### config.mk
export PLATFORM = sky130hd
export DESIGN_NAME = prog_timer
export DESIGN_NICKNAME = d
export VERILOG_FILES = /design/src/rtl/timer_pkg.sv /design/src/rtl/prog_timer_tick_gen.sv /design/src/rtl/prog_timer.sv
export SDC_FILE = /design/constraint.sdc
export NUM_CORES = 1
export LEC_CHECK = 0
export BUFFER_PORTS_ARGS = -buffer_cell sky130_fd_sc_hd__buf_2
export CELL_PAD_IN_SITES_DETAIL_PLACEMENT = 1
export CELL_PAD_IN_SITES_GLOBAL_PLACEMENT = 1
export CORE_AREA = 2 2 86 151
export DETAILED_ROUTE_END_ITERATION = 10
export DIE_AREA = 0 0 88 153
export GPL_ROUTABILITY_DRIVEN = 0
export PLACE_DENSITY = 0.79
export SYNTH_ARGS = -nofsm -noshare
export SYNTH_HDL_FRONTEND = slang
export SYNTH_SLANG_ARGS = --single-unit
export TNS_END_PERCENT = 5
### constraint.sdc
create_clock -name clk -period 3.3 [get_ports clk]
set_clock_uncertainty 0.1 [all_clocks]
set_input_delay 0.495 -clock clk [delete_from_list [all_inputs] [get_ports clk]]
set_output_delay 0.495 -clock clk [all_outputs]
set_load 0.03 [all_outputs]
### src/rtl/timer_pkg.sv
// timer_pkg: definitions shared by prog_timer and its prescaler.
//   timer_state_t  : IDLE / RUN / PAUSE / EXPIRED
//   FREQ_W_DEF     : default width of the cycles-per-second value
//   PERIOD_W_DEF   : default width of the seconds count
package timer_pkg;

    typedef enum logic [1:0] {
        IDLE    = 2'd0,
        RUN     = 2'd1,
        PAUSE   = 2'd2,
        EXPIRED = 2'd3
    } timer_state_t;

    localparam int FREQ_W_DEF   = 16;
    localparam int PERIOD_W_DEF = 16;

endpackage

### src/rtl/prog_timer_tick_gen.sv
// tick_gen: one-second prescaler for prog_timer.
//   clk     : rising-edge clock
//   reset   : asynchronous active-low reset
//   clear   : synchronous clear of the cycle counter (highest priority)
//   en      : advance the cycle counter on this edge
//   freq_q  : cycles per second, never 0 (the owner substitutes 1)
//   tick    : high for the one enabled cycle that completes a second
module tick_gen #(
    parameter int FREQ_W = 16
) (
    input  logic              clk,
    input  logic              reset,
    input  logic              clear,
    input  logic              en,
    input  logic [FREQ_W-1:0] freq_q,
    output logic              tick
);

    localparam logic [FREQ_W-1:0] ONE = FREQ_W'(1);

    logic [FREQ_W-1:0] tick_cnt_q;
    logic [FREQ_W-1:0] tick_cnt_d;

    // The second completes on the enabled edge where the count reaches freq-1.
    assign tick = en && (tick_cnt_q == (freq_q - ONE));

    always_comb begin
        tick_cnt_d = tick_cnt_q;
        if (clear) begin
            tick_cnt_d = '0;
        end else if (en) begin
            tick_cnt_d = tick ? '0 : (tick_cnt_q + ONE);
        end
    end

    always_ff @(posedge clk or negedge reset) begin
        if (!reset) begin
            tick_cnt_q <= '0;
        end else begin
            tick_cnt_q <= tick_cnt_d;
        end
    end

endmodule

### src/rtl/prog_timer.sv
// prog_timer: programmable seconds timer with start/abort, pause, auto-reload.
//   clk          : rising-edge clock
//   reset        : asynchronous active-low reset
//   start        : (re)start; latches clk_freq, timer_period, reload_mode
//   abort        : return to idle, overrides start
//   enable       : count gate; low pauses without losing progress
//   reload_mode  : 1 = periodic, 0 = one-shot
//   clk_freq     : cycles per second (0 behaves as 1)
//   timer_period : seconds to count
//   done         : one-cycle pulse per expiry
//   busy         : RUN or PAUSE
//   paused       : PAUSE
//   expired      : sticky after a one-shot expiry
//   remaining    : whole seconds left
module prog_timer
    import timer_pkg::*;
#(
    parameter int FREQ_W   = FREQ_W_DEF,
    parameter int PERIOD_W = PERIOD_W_DEF
) (
    input  logic                clk,
    input  logic                reset,
    input  logic                start,
    input  logic                abort,
    input  logic                enable,
    input  logic                reload_mode,
    input  logic [FREQ_W-1:0]   clk_freq,
    input  logic [PERIOD_W-1:0] timer_period,
    output logic                done,
    output logic                busy,
    output logic                paused,
    output logic                expired,
    output logic [PERIOD_W-1:0] remaining
);

    localparam logic [FREQ_W-1:0]   F_ONE = FREQ_W'(1);
    localparam logic [PERIOD_W-1:0] P_ONE = PERIOD_W'(1);

    timer_state_t        state_q, state_d;
    logic [FREQ_W-1:0]   freq_q, freq_d;
    logic [PERIOD_W-1:0] period_q, period_d;
    logic                reload_q, reload_d;
    logic [PERIOD_W-1:0] remaining_q, remaining_d;
    logic                done_q, done_d;
    logic                expired_q, expired_d;
    logic                busy_q, busy_d;
    logic                paused_q, paused_d;

    logic in_busy;
    logic zero_exp;
    logic tick_clear;
    logic tick;

    assign in_busy  = (state_q == RUN) || (state_q == PAUSE);
    // A zero-second period can only leave remaining at 0 while busy; it
    // expires on the very next edge regardless of enable.
    assign zero_exp = in_busy && (remaining_q == '0);
    assign tick_clear = abort || start || zero_exp;

    tick_gen #(
        .FREQ_W (FREQ_W)
    ) u_tick_gen (
        .clk    (clk),
        .reset  (reset),
        .clear  (tick_clear),
        .en     (in_busy && enable),
        .freq_q (freq_q),
        .tick   (tick)
    );

    always_comb begin
        state_d     = state_q;
        freq_d      = freq_q;
        period_d    = period_q;
        reload_d    = reload_q;
        remaining_d = remaining_q;
        done_d      = 1'b0;
        expired_d   = expired_q;

        if (abort) begin
            state_d     = IDLE;
            remaining_d = '0;
            expired_d   = 1'b0;
        end else if (start) begin
            // A start on an expiry edge lands here, so that expiry is dropped.
            freq_d      = (clk_freq == '0) ? F_ONE : clk_freq;
            period_d    = timer_period;
            reload_d    = reload_mode;
            remaining_d = timer_period;
            expired_d   = 1'b0;
            state_d     = enable ? RUN : PAUSE;
        end else if (in_busy) begin
            state_d = enable ? RUN : PAUSE;
            if (zero_exp) begin
                done_d    = 1'b1;
                state_d   = EXPIRED;
                expired_d = 1'b1;
            end else if (tick) begin
                if (remaining_q == P_ONE) begin
                    done_d = 1'b1;
                    if (reload_q) begin
                        remaining_d = period_q;
                    end else begin
                        remaining_d = '0;
                        state_d     = EXPIRED;
                        expired_d   = 1'b1;
                    end
                end else begin
                    remaining_d = remaining_q - P_ONE;
                end
            end
        end

        busy_d   = (state_d == RUN) || (state_d == PAUSE);
        paused_d = (state_d == PAUSE);
    end

    always_ff @(posedge clk or negedge reset) begin
        if (!reset) begin
            state_q     <= IDLE;
            freq_q      <= '0;
            period_q    <= '0;
            reload_q    <= 1'b0;
            remaining_q <= '0;
            done_q      <= 1'b0;
            expired_q   <= 1'b0;
            busy_q      <= 1'b0;
            paused_q    <= 1'b0;
        end else begin
            state_q     <= state_d;
            freq_q      <= freq_d;
            period_q    <= period_d;
            reload_q    <= reload_d;
            remaining_q <= remaining_d;
            done_q      <= done_d;
            expired_q   <= expired_d;
            busy_q      <= busy_d;
            paused_q    <= paused_d;
        end
    end

    assign done      = done_q;
    assign busy      = busy_q;
    assign paused    = paused_q;
    assign expired   = expired_q;
    assign remaining = remaining_q;

endmodule

==> run summary <==
Once layout is done, the placed cells without fillers occupy 0.00517 mm2. Power spread over the standard cell area amounts to 487 mW/mm2. Summed over all layers, the routed wires come to 13.6 mm. Walking the worst path, the cells encountered are or4_4 -> or4b_4 -> a211oi_4 -> a211oi_1 -> a211oi_2 -> nand3_1 -> or4_1 -> a31oi_1. Clock latency on the worst-skew pair, taken at its later pin, is 0.34 ns. Of the available clock period, the critical path in the final layout requires 97.0%.

The static leakage power came out at 2.45 nW. In this run the worst setup path begins at freq_q[1]. The total power came out at 2.52 mW. The cell area that synthesis handed to floorplanning was 0.00421 mm2. The tools report the layout net count as 614. The tools report the net load switching power as 0.726 mW.

The run gives 499 as the cell count after synthesis. The floorplan step defined a core boundary enclosing 0.0122 mm2. Detailed placement finished with a half-perimeter wire length of 10.4 mm. In the final layout, the share of cells above drive strength 1 is 19.8%. Synthesis produced a netlist with a net count of 542.

The synthesized netlist contains 53 unique library cells. Buffers inserted during clock tree synthesis total 9. Type of destination of the critical path: a flip-flop. The tools report the worst slack on hold paths as 0.126 ns.

STA classifies the critical path startpoint as a flip-flop. The logs give 42.2% for the sequential share of the synthesized area and 728 for the number of instances in the placed design. Setup TNS after final layout: 0 ns. Share of power burned in registers: 40.1%. The worst hold-check path type was input port to async pin. The predominant post-synthesis flop cell was sky130_fd_sc_hd__dfrtp_1. The cell family contributing the most delay on the critical path is simple AND/OR/NAND/NOR gates. The first global-routing pass estimated 22.7 mm of wire.

After detailed routing, the number of vias per cell comes to 5.50. Final antenna diode count: 0. Counting along the longest clock path gives a buffer depth of 2. For the top-level I/O count, the log shows 58. The average instance in the mapped netlist occupies 8.44 um2.

The H-tree was split into 3 levels. The total number of clock tree sinks was 71; the largest stage delay on the critical path was 0.60 ns. The run gives 4654 as the number of global-route vias before repair.

TritonCTS built the clock tree. Summing all placed instances gives a cell area of 0.00482 mm2. Setup repair after global routing could not meet its margin everywhere. The die is 153 um tall.

For this run, the number of standard cells in the final layout without fillers is 743. The initial antenna violation count was 0; the count of buffers inserted at the top-level ports was 57. The run finished with clean final reports.

The remaining max-slew budget at the tightest pin was 49.6%. Before CTS, the worst setup slack after placement is 0.00527 ns. For the number of setup violations in the final report, the log shows 0. Along the worst path, the maximum fanout reaches 8. The internal power of the cells totals 1.79 mW. The maximum clock rate came out at 312 MHz. By count the netlist is led by sky130_fd_sc_hd__nand2_1, sky130_fd_sc_hd__dfrtp_1, sky130_fd_sc_hd__nor2_1. In this run, synthesis inferred 0 flip-flops with an integrated enable. Final cell utilization of the core: 42.2%. On the critical path, the stage with the largest delay is an instance of sky130_fd_sc_hd__or4_4. Data arrives at the worst endpoint at 3.36 ns.

Average wire per standard cell: 18.2 um. The cell with the most instances after synthesis was sky130_fd_sc_hd__nand2_1. Once detail routing completed, the nets flagged for antenna violations numbered 0. Of all flip-flops after synthesis, the portion carrying an async set or reset was 100%. The share of total power in combinational logic is 18.4%, and the buffers plus inverters on the worst setup path is 0. The tools report the required arrival time at the worst endpoint as 3.46 ns.

In the post-synthesis netlist, the biggest area contributors are sky130_fd_sc_hd__dfrtp_1, sky130_fd_sc_hd__nand2_1, sky130_fd_sc_hd__xnor2_1. In this run, the clock network consumes 41.5% of the power. The tools report the number of hold violations in the final report as 0. Startpoint of the worst-slack reg-to-reg timing path: freq_q[1]. Slew at the pin with the worst max-slew slack: 0.756 ns. The layout overhead on the synthesized area works out to 22.7%. The top cell type by area accounts for 42.2% of the synthesized area. Entering global routing, the biggest net connects 34 pins. Summed over all instances, the cell type with the most area after synthesis is sky130_fd_sc_hd__dfrtp_1. The switching part of the total power was 28.8%.

The cell sitting at the root of the clock tree is a sky130_fd_sc_hd__clkbuf_16. The setup path with the least slack is of type flip-flop to flip-flop. The area of the die was 0.0135 mm2. The die is 88 um wide. The final global-route overflow total is 0, and the minimum clock period after layout is 3.20 ns. The total DRC errors in the routed layout is 0, and the number of vias in the routed layout is 4090. Once the clock tree was built, the setup fixing pass inserted 0 buffers. Once the floorplan was initialized, standard cells occupied 34.4% of the core. For the worst flop-to-flop path, the logic depth is 8. The logs give 21.6% for the overall track demand over capacity in global routing and 0 for the number of maximum-capacitance violations. For this run, the detailed router's first-pass iteration total came to 4. The number of slew-limit violations in the final report is 0. Yosys warning count: 0.

Synthesis inferred 71 register bits. After clock tree synthesis, the clock-pin slew on the worst setup and hold paths is 0.06 ns. The detailed router finished its first iteration with 146 violations. The depth of the critical timing path with buffers and inverters included is 8. Once routing completed, OpenROAD measured the worst setup slack at 0.0995 ns. The worst-case vdd ir drop came out at 302 uV. The run gives 54 as the number of rows in the core area.
[cell families after synthesis]
group,share of synthesized area [%]
AND/OR/NAND/NOR,28.6
AO/OA/AOI/OAI,14.2
flip-flops,42.2
buffers and inverters,3.39
XOR/XNOR,7.07
multiplexers,3.12
adder cells (fa/ha/maj),1.49
[routing by layer]
metal / share of wire [%] / track usage, % / vias up / routed length (um)
met1: 36 / 21.7 / 2069 / 4900
met3: 2.5 / 3.24 / 41 / 336
met2: 57 / 40.4 / 85 / 7690
met4: 4.7 / 12.1 / 0 / 641
met5: 0 / 0 / - / 0
li1: - / - / 1895 / -
[registers in the layout, indices dropped and copies added (netlist names)]
signal and count:
freq_q 16, period_q 16, remaining 16, u_tick_gen.tick_cnt_q 16
state_q 2, busy 1, done 1, expired 1
paused 1, reload_q 1
[placed cells by master, fill, tap and decap left out, drive strengths merged, types with 5 or more instances in the layout]
cell	count
xor2	17
mux2i	12
xnor2	17
nor2b	6
inv	10
and3	13
clkbuf	11
nand2	115
nand3	19
buf	86
or4	8
or3	5
nor4	7
dfrtp	71
nor2	29
nor3	12
a211oi	6
o31ai	6
o21ai	32
nand3b	5
nand4	10
ha	5
a21oi	24
[final timing paths]
path / slack (ns) / endpoint
setup / recovery: 0.1 / remaining[12]
hold / removal: 0.13 / period_q[3]
setup reg to reg: 0.1 / remaining[12]
hold reg to reg: 0.38 / period_q[2]
max in group asynchronous: 2.20 / done
min in group clk: 0.25 / reload_q
[worst register-to-register path, cell delays in order, from the launching register on]
cell                       delay [ns]
sky130_fd_sc_hd__dfrtp_1         0.39
sky130_fd_sc_hd__or4_4           0.60
sky130_fd_sc_hd__or4b_4          0.56
sky130_fd_sc_hd__a211oi_4        0.25
sky130_fd_sc_hd__a211oi_1        0.11
sky130_fd_sc_hd__a211oi_2        0.26
sky130_fd_sc_hd__nand3_1         0.16
sky130_fd_sc_hd__or4_1           0.52
sky130_fd_sc_hd__a31oi_1         0.18
[repair_timing]
item	4_1_cts	5_1_grt
resized for setup	0	8
endpoints found under the setup margin	0	20
hold buffers	0	0
[cell type report]
cell class | instances | area, um2
flip-flops and latches | 71 | 1780
repair buffers | 86 | 503
fillers | 1513 | 7060
multi-input cells | 393 | 2330
clock inverters | 4 | 70.1
clock buffers | 11 | 243
inverters | 10 | 37.5
well taps | 168 | 210
[power groups by stage]
stage | Combinational [mW] | Sequential (mW) | Clock (mW)
2_1_floorplan | 0.255 | 1.02 | 0
3_3_place_gp | 0.437 | 1.02 | 0
3_5_place_dp | 0.453 | 1.02 | 0
4_1_cts | 0.459 | 1.01 | 1.06
5_1_grt | 0.512 | 1.02 | 1.10
6_report | 0.462 | 1.01 | 1.04
Note: power is estimated with default switching activity, not from simulation.
